==> src/rtl/control_pkg.sv <==
// Shared definitions for the pipelined control unit: opcodes, ALU codes,
// the execute-stage control bundle layout and the multicycle sequencer states.
package control_pkg;

   localparam logic [6:0] OP_LOAD   = 7'b0000011;
   localparam logic [6:0] OP_IMM    = 7'b0010011;
   localparam logic [6:0] OP_AUIPC  = 7'b0010111;
   localparam logic [6:0] OP_STORE  = 7'b0100011;
   localparam logic [6:0] OP_REG    = 7'b0110011;
   localparam logic [6:0] OP_LUI    = 7'b0110111;
   localparam logic [6:0] OP_BRANCH = 7'b1100011;
   localparam logic [6:0] OP_JALR   = 7'b1100111;
   localparam logic [6:0] OP_JAL    = 7'b1101111;

   localparam logic [6:0] F7_MULDIV = 7'b0000001;

   localparam logic [4:0] ALU_ADD    = 5'd0;
   localparam logic [4:0] ALU_SUB    = 5'd1;
   localparam logic [4:0] ALU_SLL    = 5'd2;
   localparam logic [4:0] ALU_SLT    = 5'd3;
   localparam logic [4:0] ALU_SLTU   = 5'd4;
   localparam logic [4:0] ALU_XOR    = 5'd5;
   localparam logic [4:0] ALU_SRL    = 5'd6;
   localparam logic [4:0] ALU_SRA    = 5'd7;
   localparam logic [4:0] ALU_OR     = 5'd8;
   localparam logic [4:0] ALU_AND    = 5'd9;
   localparam logic [4:0] ALU_PASS_B = 5'd10;
   localparam logic [4:0] ALU_LINK   = 5'd11;
   localparam logic [4:0] ALU_EQ     = 5'd12;
   localparam logic [4:0] ALU_GE     = 5'd13;
   localparam logic [4:0] ALU_GEU    = 5'd14;
   localparam logic [4:0] ALU_MUL    = 5'd15;
   localparam logic [4:0] ALU_MULH   = 5'd16;
   localparam logic [4:0] ALU_MULHSU = 5'd17;
   localparam logic [4:0] ALU_MULHU  = 5'd18;
   localparam logic [4:0] ALU_DIV    = 5'd19;
   localparam logic [4:0] ALU_DIVU   = 5'd20;
   localparam logic [4:0] ALU_REM    = 5'd21;
   localparam logic [4:0] ALU_REMU   = 5'd22;

   localparam logic [2:0] EXT_I = 3'd0;
   localparam logic [2:0] EXT_S = 3'd1;
   localparam logic [2:0] EXT_B = 3'd2;
   localparam logic [2:0] EXT_U = 3'd3;
   localparam logic [2:0] EXT_J = 3'd4;

   localparam logic [1:0] OPA_RS1  = 2'd0;
   localparam logic [1:0] OPA_PC   = 2'd1;
   localparam logic [1:0] OPA_ZERO = 2'd2;

   // Field order is MSB first; the offsets below must track this struct.
   typedef struct packed {
      logic [6:0] opcode;
      logic [4:0] ALU_operation;
      logic [2:0] branch_op;
      logic       memRead;
      logic       memWrite;
      logic [1:0] log2_bytes;
      logic       unsigned_load;
      logic       regWrite;
      logic [1:0] operand_A_sel;
      logic       operand_B_sel;
      logic [2:0] extend_sel;
   } ctrl_t;

   localparam int CTRL_W            = $bits(ctrl_t);
   localparam int OFF_EXTEND_SEL    = 0;
   localparam int OFF_OPERAND_B_SEL = 3;
   localparam int OFF_OPERAND_A_SEL = 4;
   localparam int OFF_REGWRITE      = 6;
   localparam int OFF_UNSIGNED_LOAD = 7;
   localparam int OFF_LOG2_BYTES    = 8;
   localparam int OFF_MEMWRITE      = 10;
   localparam int OFF_MEMREAD       = 11;
   localparam int OFF_BRANCH_OP     = 12;
   localparam int OFF_ALU_OPERATION = 15;
   localparam int OFF_OPCODE        = 20;

   typedef enum logic [1:0] {
      MC_IDLE = 2'd0,
      MC_BUSY = 2'd1,
      MC_DONE = 2'd2
   } mc_state_t;

   // funct7[5] selects SUB/SRA; SUB only exists for register-register ops.
   function automatic logic [4:0] alu_from_f3(input logic [2:0] f3, input logic alt,
                                              input logic is_reg);
      logic [4:0] code;
      case (f3)
         3'b000:  code = (alt && is_reg) ? ALU_SUB : ALU_ADD;
         3'b001:  code = ALU_SLL;
         3'b010:  code = ALU_SLT;
         3'b011:  code = ALU_SLTU;
         3'b100:  code = ALU_XOR;
         3'b101:  code = alt ? ALU_SRA : ALU_SRL;
         3'b110:  code = ALU_OR;
         default: code = ALU_AND;
      endcase
      return code;
   endfunction

   function automatic logic [4:0] alu_for_branch(input logic [2:0] f3);
      logic [4:0] code;
      case (f3)
         3'b100:  code = ALU_SLT;
         3'b101:  code = ALU_GE;
         3'b110:  code = ALU_SLTU;
         3'b111:  code = ALU_GEU;
         default: code = ALU_EQ;
      endcase
      return code;
   endfunction

   function automatic logic is_m_op(input logic [4:0] code);
      return (code >= ALU_MUL) && (code <= ALU_REMU);
   endfunction

endpackage

==> src/rtl/mc_sequencer.sv <==
// Counts the execute-stage occupancy of MUL/DIV ops and raises mc_busy while
// the op must stay in execute; DONE blocks relaunch of an op held by d_mem_hazard.
module mc_sequencer
   import control_pkg::*;
#(
   parameter int MUL_CYCLES = 2,
   parameter int DIV_CYCLES = 33
) (
   input  logic      clock,
   input  logic      reset,
   input  logic      start_i,
   input  logic      is_div_i,
   input  logic      d_mem_hazard_i,
   output logic      mc_busy_o,
   output mc_state_t state_o
);

   localparam int MAX_N = (DIV_CYCLES > MUL_CYCLES) ? DIV_CYCLES : MUL_CYCLES;
   localparam int CNT_W = $clog2(MAX_N + 1);
   localparam logic [CNT_W-1:0] MUL_LOAD = CNT_W'((MUL_CYCLES > 1) ? MUL_CYCLES - 2 : 0);
   localparam logic [CNT_W-1:0] DIV_LOAD = CNT_W'((DIV_CYCLES > 1) ? DIV_CYCLES - 2 : 0);
   localparam logic MUL_MULTI = (MUL_CYCLES > 1);
   localparam logic DIV_MULTI = (DIV_CYCLES > 1);

   mc_state_t        state_q;
   logic [CNT_W-1:0] cnt_q;
   logic             multi;

   assign multi = is_div_i ? DIV_MULTI : MUL_MULTI;

   // Launch-cycle busy must be combinational so the held op freezes on its first cycle.
   always_comb begin
      mc_busy_o = 1'b0;
      case (state_q)
         MC_IDLE: mc_busy_o = start_i && multi;
         MC_BUSY: mc_busy_o = (cnt_q != '0);
         default: mc_busy_o = 1'b0;
      endcase
   end

   assign state_o = state_q;

   always_ff @(posedge clock or negedge reset) begin
      if (!reset) begin
         state_q <= MC_IDLE;
         cnt_q   <= '0;
      end else begin
         case (state_q)
            MC_IDLE: begin
               if (start_i) begin
                  if (multi) begin
                     cnt_q   <= is_div_i ? DIV_LOAD : MUL_LOAD;
                     state_q <= MC_BUSY;
                  end else if (d_mem_hazard_i) begin
                     state_q <= MC_DONE;
                  end
               end
            end
            MC_BUSY: begin
               if (cnt_q != '0) begin
                  cnt_q <= cnt_q - CNT_W'(1);
               end else begin
                  state_q <= d_mem_hazard_i ? MC_DONE : MC_IDLE;
               end
            end
            MC_DONE: begin
               if (!d_mem_hazard_i) begin
                  state_q <= MC_IDLE;
               end
            end
            default: state_q <= MC_IDLE;
         endcase
      end
   end

endmodule

==> src/rtl/pipelined_control_unit.sv <==
// Decode-to-execute control: combinational RV32I/M decode, execute control
// register with bubble/freeze handling, PC selection and multicycle sequencing.
module pipelined_control_unit
   import control_pkg::*;
#(
   parameter int ADDRESS_BITS = 20,
   parameter int M_EXT        = 1,
   parameter int MUL_CYCLES   = 2,
   parameter int DIV_CYCLES   = 33
) (
   input  logic                    clock,
   input  logic                    reset,
   input  logic [6:0]              opcode_decode,
   input  logic [2:0]              funct3,
   input  logic [6:0]              funct7,
   input  logic [ADDRESS_BITS-1:0] JAL_target_decode,
   input  logic [ADDRESS_BITS-1:0] JALR_target_execute,
   input  logic [ADDRESS_BITS-1:0] branch_target_execute,
   input  logic                    branch_execute,
   input  logic                    true_data_hazard,
   input  logic                    d_mem_hazard,
   input  logic                    i_mem_hazard,
   output logic                    ex_valid,
   output logic [CTRL_W-1:0]       ex_ctrl,
   output logic                    mc_busy,
   output logic [1:0]              next_PC_sel,
   output logic [ADDRESS_BITS-1:0] target_PC,
   output logic                    i_mem_read,
   output mc_state_t               mc_state
);

   ctrl_t dec_d;
   ctrl_t ex_ctrl_q;
   logic  ex_valid_q;
   logic  redirect;
   logic  freeze;
   logic  dec_jal;
   logic  ex_is_jalr;
   logic  ex_is_branch;

   always_comb begin
      dec_d        = '0;
      dec_d.opcode = opcode_decode;
      case (opcode_decode)
         OP_REG: begin
            dec_d.regWrite = 1'b1;
            if (funct7 == F7_MULDIV) begin
               dec_d.ALU_operation = (M_EXT != 0) ? (ALU_MUL + {2'b00, funct3}) : ALU_ADD;
            end else begin
               dec_d.ALU_operation = alu_from_f3(funct3, funct7[5], 1'b1);
            end
         end
         OP_IMM: begin
            dec_d.regWrite      = 1'b1;
            dec_d.operand_B_sel = 1'b1;
            dec_d.extend_sel    = EXT_I;
            dec_d.ALU_operation = alu_from_f3(funct3, funct7[5], 1'b0);
         end
         OP_LOAD: begin
            dec_d.memRead       = 1'b1;
            dec_d.regWrite      = 1'b1;
            dec_d.operand_B_sel = 1'b1;
            dec_d.extend_sel    = EXT_I;
            dec_d.log2_bytes    = funct3[1:0];
            dec_d.unsigned_load = funct3[2];
         end
         OP_STORE: begin
            dec_d.memWrite      = 1'b1;
            dec_d.operand_B_sel = 1'b1;
            dec_d.extend_sel    = EXT_S;
            dec_d.log2_bytes    = funct3[1:0];
         end
         OP_BRANCH: begin
            dec_d.branch_op     = funct3;
            dec_d.extend_sel    = EXT_B;
            dec_d.ALU_operation = alu_for_branch(funct3);
         end
         OP_JAL: begin
            dec_d.regWrite      = 1'b1;
            dec_d.operand_A_sel = OPA_PC;
            dec_d.extend_sel    = EXT_J;
            dec_d.ALU_operation = ALU_LINK;
         end
         OP_JALR: begin
            dec_d.regWrite      = 1'b1;
            dec_d.operand_A_sel = OPA_PC;
            dec_d.extend_sel    = EXT_I;
            dec_d.ALU_operation = ALU_LINK;
         end
         OP_LUI: begin
            dec_d.regWrite      = 1'b1;
            dec_d.operand_A_sel = OPA_ZERO;
            dec_d.operand_B_sel = 1'b1;
            dec_d.extend_sel    = EXT_U;
            dec_d.ALU_operation = ALU_PASS_B;
         end
         OP_AUIPC: begin
            dec_d.regWrite      = 1'b1;
            dec_d.operand_A_sel = OPA_PC;
            dec_d.operand_B_sel = 1'b1;
            dec_d.extend_sel    = EXT_U;
         end
         default: dec_d.opcode = opcode_decode;
      endcase
   end

   assign dec_jal      = (opcode_decode == OP_JAL);
   assign ex_is_jalr   = (ex_ctrl_q.opcode == OP_JALR);
   assign ex_is_branch = (ex_ctrl_q.opcode == OP_BRANCH);
   assign redirect     = ex_valid_q && (ex_is_jalr || (ex_is_branch && branch_execute));
   assign freeze       = d_mem_hazard || mc_busy;

   // Freeze wins over redirect, so a redirecting op is re-evaluated once released.
   always_ff @(posedge clock or negedge reset) begin
      if (!reset) begin
         ex_valid_q <= 1'b0;
         ex_ctrl_q  <= '0;
      end else if (!freeze) begin
         if (redirect || true_data_hazard) begin
            ex_valid_q <= 1'b0;
            ex_ctrl_q  <= '0;
         end else begin
            ex_valid_q <= 1'b1;
            ex_ctrl_q  <= dec_d;
         end
      end
   end

   always_comb begin
      if (freeze)                next_PC_sel = 2'b01;
      else if (redirect)         next_PC_sel = 2'b10;
      else if (true_data_hazard) next_PC_sel = 2'b01;
      else if (dec_jal)          next_PC_sel = 2'b10;
      else if (i_mem_hazard)     next_PC_sel = 2'b01;
      else                       next_PC_sel = 2'b00;
   end

   always_comb begin
      if (redirect && ex_is_jalr) target_PC = JALR_target_execute;
      else if (redirect)          target_PC = branch_target_execute;
      else if (dec_jal)           target_PC = JAL_target_decode;
      else                        target_PC = '0;
   end

   mc_sequencer #(
      .MUL_CYCLES (MUL_CYCLES),
      .DIV_CYCLES (DIV_CYCLES)
   ) u_mc_sequencer (
      .clock          (clock),
      .reset          (reset),
      .start_i        (ex_valid_q && is_m_op(ex_ctrl_q.ALU_operation)),
      .is_div_i       (ex_ctrl_q.ALU_operation >= ALU_DIV),
      .d_mem_hazard_i (d_mem_hazard),
      .mc_busy_o      (mc_busy),
      .state_o        (mc_state)
   );

   assign ex_valid   = ex_valid_q;
   assign ex_ctrl    = ex_ctrl_q;
   assign i_mem_read = 1'b1;

endmodule

==> config.mk <==
export PLATFORM = sky130hd
export DESIGN_NAME = pipelined_control_unit
export DESIGN_NICKNAME = d
export VERILOG_FILES = /design/src/rtl/control_pkg.sv /design/src/rtl/mc_sequencer.sv /design/src/rtl/pipelined_control_unit.sv
export SDC_FILE = /design/constraint.sdc
export NUM_CORES = 1
export LEC_CHECK = 0
export CAP_MARGIN = 15
export CORE_ASPECT_RATIO = 1.5
export CORE_MARGIN = 2
export CORE_UTILIZATION = 39
export CTS_BUF_LIST = sky130_fd_sc_hd__clkbuf_8 sky130_fd_sc_hd__clkbuf_16
export CTS_CLUSTER_DIAMETER = 50
export DETAILED_ROUTE_END_ITERATION = 7
export GPL_TIMING_DRIVEN = 1
export PLACE_DENSITY = 0.81
export SLEW_MARGIN = 20
export SYNTH_ARGS = -nofsm -noshare
export SYNTH_HDL_FRONTEND = slang
export SYNTH_SLANG_ARGS = --single-unit
==> constraint.sdc <==
create_clock -name clock -period 2.4 [get_ports clock]
set_input_delay 0.24 -clock clock [delete_from_list [all_inputs] [get_ports clock]]
set_output_delay 0.24 -clock clock [all_outputs]
set_load 0.02 [all_outputs]
==> results.md, run 1 <==
* Status: complete, no violations
* DRT Pass-1 Iters at 4
* Crit path DAT at between 2000 and 2500 ps
* Fmax at 434.4 MHz
* Fin area at 4212 um^2
* Row count at 35
* Initial antenna violation count at 0
* Setup ws final at ~98 ps
* Area growth syn-to-layout at 73.33%
* Met2 WL at 4873 um
* Placed cell count at 535
* Worst setup SP type: register
* Pwr Density at 330.3 nW/um^2
* Distinct cells, synth at 50
* Met3 wire len at 731 um
* IR drop worst, VDD at 262.0 uV
* Final HPWL DP at 6923 um
* Finish-stage setup viols at 0
* Cell leakage power at 1.855 nW
* Die Area at 6891 um^2
* Number of synthesized register bits at 36
* Worst Setup End Kind: output pin
* Chip width at 68.45 um
* Final Hold Vio Count at 0
* Top FF cell, synth: dfrtp_1
* Wl on met1 at between 3000 and 4000 um
* Max Cap Viol at 0
* First-pass GRT wire length at 13,680 um
* Top layer in use: met4
* Critical path class: reg2out
* RSZ-0062 raised after global routing: yes
* Clk sinks at 36
* Mapped cell area at 2430 um^2
* H-tree Lvls at 2
* Hold-fix buffers, CTS at 0
* Largest net degree at the start of global routing at 37
* Antenna Nets Post-Route at 0
* Finished Layout Cells at 549
* Tcrit/Tclk final at 0.9592
* IO Pins at 137
* Hold Path Class: in2async
* Port bufs at between 100 and 150
* DR iter-0 viols at ~140
* CTS buffer count at 5
* Commonest cells after routing, fill and taps aside: clkdlybuf4s50_1 (112), buf_4 (60), nand2_1 (40), nor2_1 (39), dfrtp_1 (35)
* Commonest non-fill, non-tap cell in the layout: clkdlybuf4s50_1
* GPL Wtd Cong at roughly 1
* CTS tree: built
* Reg clk slew, reported paths at 80 ps
* Clk_lat worst skew at about 290 ps
* # DRC at 0
* Nets at 565
* Per-cell routed wire length at 16.17 um
* Fill count at 526
* Fin. max-slew vios at 0
* Root Driver: clkbuf_8
* Core ar. at 6087 um^2
* Critical path peak fanout at 9
* Warnings from Yosys at 0
* Sequential area share after synthesis at 0.3708
* Post-synth ARST share at 1.000
* Avg Synthesized Cell Area at 7.889 um^2
* Syn nets at 399
* Total track usage at 0.2564
* Number of synthesized flops with an enable pin at 0
* Post-synthesis cell count at 308
* Tmin final at 2302 ps
* Vias at between 3,000 and 4,000
* Routed WL at approximately 8900 um
* Dpl ws at -169.7 ps
* CP required at 2160 ps
* GRT overflow at 0
* Vias in the first global route at 2,979
* Cell Area, Placed at 4080 um^2
* Initial core utilization at 0.3992
* Clock skew at 11.14 ps
* Ant. Diodes at 0
* Reg2reg setup slack at 170 ps
* Share of cells above drive strength 1 at 0.1789
* Chip height at between 100 and 150 um
* CTS max path bufs at 2
* Vias per cell at approximately 5.5
[cell type report]
class | instances | area, um^2 | area share
Clock buffer | 5 | 68.82 | 0.01634
Clock inverter | 3 | 18.77 | 0.004456
Inverter | 10 | 37.54 | 0.008913
Multi-Input combinational cell | 244 | 1460 | 0.3467
Sequential cell | 36 | 902.1 | 0.2142
Tap cell | 74 | 92.59 | 0.02198
Timing Repair Buffer | 177 | 1632 | 0.3874
[layer usage]
layer | vias to the layer above | GRT usage
met1 | 1430 | 0.2675
met3 | 24 | 0.05922
met2 | 130 | 0.4660
met4 | 0 | 0.1154
met5 | - | 0
li1 | 1455 | -
[report_power, final]
| part | internal, mW | switching (mW) | leakage [nW] | total [mW] |
|---|---|---|---|---|
| registers | 0.619 | 0.0118 | 0.492 | 0.631 |
| logic | 0.198 | 0.137 | 1.31 | 0.334 |
| clock network | 0.202 | 0.224 | 0.0479 | 0.426 |
[stage by stage]
step	power [mW]	util	setup TNS, ps	hold slack [ps]
global placement	0.9645	0.6703	-1682	468.6
floorplan	0.7386	-	0	-55.59
detailed placement	0.9723	0.6703	-2524	473.6
CTS	1.393	0.6888	0	387.6
finish	1.391	0.6919	0	361.8
global route	1.453	0.6919	-123.9	412.9
[what timing repair did]
| action | CTS | global route |
|---|---|---|
| pin swaps | 1 | 20 |
| endpoints found under the setup margin | 23 | 26 |
| gates resized for setup | 58 | 68 |
| buffers inserted | 4 | 2 |
[cell families (layout without fill, tap and decap cells)]
logic type / Yosys count / after routing / synth area share
other: 1 / 1 / 0.001543
AOI/OAI and AO/OA: 109 / 109 / 0.2832
xor gates and xnor gates: 1 / 1 / 0.003605
and+or+nand+nor: 121 / 121 / 0.2364
buffers and inverters: 28 / 195 / 0.04686
adders and majority gates: 8 / 8 / 0.04120
DFF: 36 / 36 / 0.3708
muxes: 4 / 4 / 0.01648
[worst max-delay path, stage by stage, from the launching register on]
cell	delay (ps)
dfrtp_1	380
nor4bb_1	260
and4_2	290
o21a_1	170
buf_4	120
buf_6	120
o21ai_1	80
a21oi_1	170
buf_4	170
[registers in the layout (all words and copies together) (netlist names)]
| register | cells |
|---|---|
| ex_ctrl | 27 |
| u_mc_sequencer.cnt_q | 6 |
| u_mc_sequencer.state_o | 2 |
| ex_valid | 1 |
[worst paths after layout]
path,end,startpoint,cells after the start
min reg2reg,ex_ctrl[2],ex_ctrl[2],2
max reg2reg,ex_ctrl[3],u_mc_sequencer.cnt_q[3],7
min,u_mc_sequencer.state_o[0],reset,2
max,target_PC[13],ex_ctrl[24],8
min in group clock,ex_ctrl[2],ex_ctrl[2],2
max in group asynchronous,ex_ctrl[25],reset,2
[synth_stat cells (all sizes together) (4+ instances only)]
master | instances | area [um^2]
inv | 10 | 37.54
a31oi | 4 | 25.02
nor3 | 7 | 40.04
ha | 8 | 100.1
nor4 | 5 | 37.53
nor2 | 39 | 146.4
nand3 | 8 | 40.04
a21oi | 28 | 140.1
clkbuf | 15 | 56.30
nand2 | 40 | 150.1
mux2i | 4 | 40.04
a32o | 8 | 80.08
a211oi | 4 | 30.03
a22o | 9 | 78.83
dfrtp | 36 | 900.9
o21ai | 38 | 190.2
No activity file was read; power rests on OpenSTA's default activity.
==> inputs of run 2 (changes only) <==
CAP_MARGIN = 20   (was 15)
CTS_CLUSTER_DIAMETER = 120   (was 50)
==> results of run 2 <==
No change in the layout: final DEF, timing and power equal those of run 1.
==> inputs of run 3 (changes only) <==
ABC_CLOCK_PERIOD_IN_PS = 2400   (was not set)
CORE_MARGIN = 10   (was 2)
==> results.md, run 3 (synthesized netlist as in run 1, its figures left out) <==
* First-pass GRT wire length at between 15,000 and 20,000 um
* Chip height at between 100 and 150 um
* Vias per cell at 5.478
* Share of cells above drive strength 1 at 0.1835
* Crit path DAT at a little over 2000 ps
* Most frequent CP cell: buf_4
* CP endpoint: target_PC[7]
* Setup ws final at between 90 and 100 ps
* Cell leakage power at 1.865 nW
* Initial core utilization at 0.3992
* Tmin final at 2306 ps
* Clock skew at about 12 ps
* Critical-path cell list: nor4bb_2, and4_4, buf_4, buf_4, a31oi_4, buf_6, nand2_1, a21oi_1, buf_2
* CP peak stage delay at 400 ps
* Power Total at 1.415 mW
* RSZ-0062 raised after global routing: no
* Vias at 3,002
* Hold Path Class: in2async
* GPL Wtd Cong at 0.9792
* Routed WL at ~10000 um
* Initial antenna violation count at 0
* CTS tree: built
* Critical path peak fanout at 10
* CP startpoint: ex_ctrl[25]
* Tcrit/Tclk final at 0.9610
* Reg2reg start: u_mc_sequencer.cnt_q[3]
* IR drop worst, VDD at ~310 uV
* Chip width at 84.45 um
* Per-cell routed wire length at 18.24 um
* Slowest CP cell: dfrtp_1
* Status: complete, no violations
* CP required at 2160 ps
* RR Endpoint: ex_ctrl[19]
* Clk_lat worst skew at between 200 and 300 ps
* Fin. max-slew vios at 0
* R2r worst-path depth at 6
* Vias in the first global route at slightly above 3,000
* Pwr Density at 336.1 nW/um^2
* Reg clk slew, reported paths at 80 ps
* Worst Hold Margin at 373.0 ps
* Ant. Diodes at 0
* Reg2reg setup slack at 180 ps
* Commonest non-fill, non-tap cell in the layout: clkdlybuf4s50_1
* CTS max path bufs at 2
* Cell Area, Placed at 4095 um^2
* H-tree Lvls at 2
* Fmax at about 430 MHz
* Worst Setup End Kind: output pin
* Row count at 35
* Area growth syn-to-layout at 73.28%
* Clk sinks at 36
* DRT Pass-1 Iters at 4
* Worst setup SP type: register
* Largest net degree at the start of global routing at 37
* Final Hold Vio Count at 0
* Fin area at 4210 um^2
* Critical path class: reg2out
* Max reg flops at 27
* Port bufs at 135
* Final HPWL DP at approximately 8000 um
* GRT overflow at 0
* Dpl ws at -210.0 ps
* Core ar. at 6087 um^2
* CTS buffer count at 5
* Root Driver: clkbuf_8
* DR iter-0 viols at approximately 160
* Max Cap Viol at 0
* Total track usage at 0.1844
* Hold-fix buffers, CTS at 0
* Antenna Nets Post-Route at 0
* Finish-stage setup viols at 0
* # DRC at 0
* IO Pins at 137
* Commonest cells after routing, fill and taps aside: clkdlybuf4s50_1 (112), nand2_1 (40), buf_4 (40), nor2_1 (39), o21ai_0 (38)
* Die Area at between 9000 and 10,000 um^2
* Nets at 564
[run 3: changes by cell type in the layout (fill, tap and decap cells not counted), moves of 2 or more]
cell and delta:
a21oi_1 -3, a21oi_2 +3, buf_2 +16, buf_4 -20
buf_6 +3, clkinv_2 -2, o21ai_0 +5, o21ai_1 -4
[run 3: routing by layer]
metal | share of wire | routed length, um | up-vias | GRT usage
li1 | - | - | 1446 | -
met1 | 0.39 | 3865 | 1439 | 0.2032
met2 | 0.54 | 5422 | 107 | 0.3438
met3 | 0.056 | 564 | 10 | 0.04047
met4 | 0.014 | 142 | 0 | 0.05507
met5 | 0 | 0 | - | 0
[run 3: worst min path at each step]
stage	end	slack [ps]	cells past startpoint
3_5_place_dp	ex_ctrl[0]	470	2
5_1_grt	u_mc_sequencer.cnt_q[0]	420	2
4_1_cts	u_mc_sequencer.state_o[0]	390	2
6_report	u_mc_sequencer.cnt_q[0]	370	2
3_3_place_gp	ex_ctrl[0]	470	2
2_1_floorplan	ex_ctrl[0]	-60	0
[run 3: worst max-delay path, delay by kind of cell (launching register included)]
kind	cells	cell delay, ps
AOI/OAI and AO/OA	2	310
and+or+nand+nor	3	440
buffers and inverters	4	640
DFF	1	400
[run 3: area by class of cell]
class                           count  area [um^2]
Inverter                           10        37.54
Fill cell                         491         1877
Timing Repair Buffer              176         1595
Sequential cell                    36        900.9
Clock inverter                      2        11.26
Clock buffer                        6        82.58
Multi-Input combinational cell    244         1490
Tap cell                           74        92.59
[run 3: stage by stage]
| stage | utilization | TNS (ps) | cells |
|---|---|---|---|
| global route | 0.6917 | 0 | 548 |
| CTS | 0.6761 | -18.06 | 546 |
| global placement | 0.6728 | -1717 | 537 |
| floorplan | - | 0 | 308 |
| detailed placement | 0.6728 | -3278 | 537 |
| finish | 0.6917 | 0 | 548 |
[run 3: what timing repair did]
| action | CTS | global route |
|---|---|---|
| pin swaps | 3 | 3 |
| endpoints found under the setup margin | 23 | 30 |
| resized for setup | 86 | 30 |
| buffers inserted | 1 | 0 |
| gates cloned | 0 | 2 |
[run 3: where the power goes]
part	switching, mW	internal, mW	total [mW]
clock network	0.215	0.229	0.444
registers	0.0122	0.619	0.632
logic	0.140	0.199	0.339
total	0.367	1.05	1.41
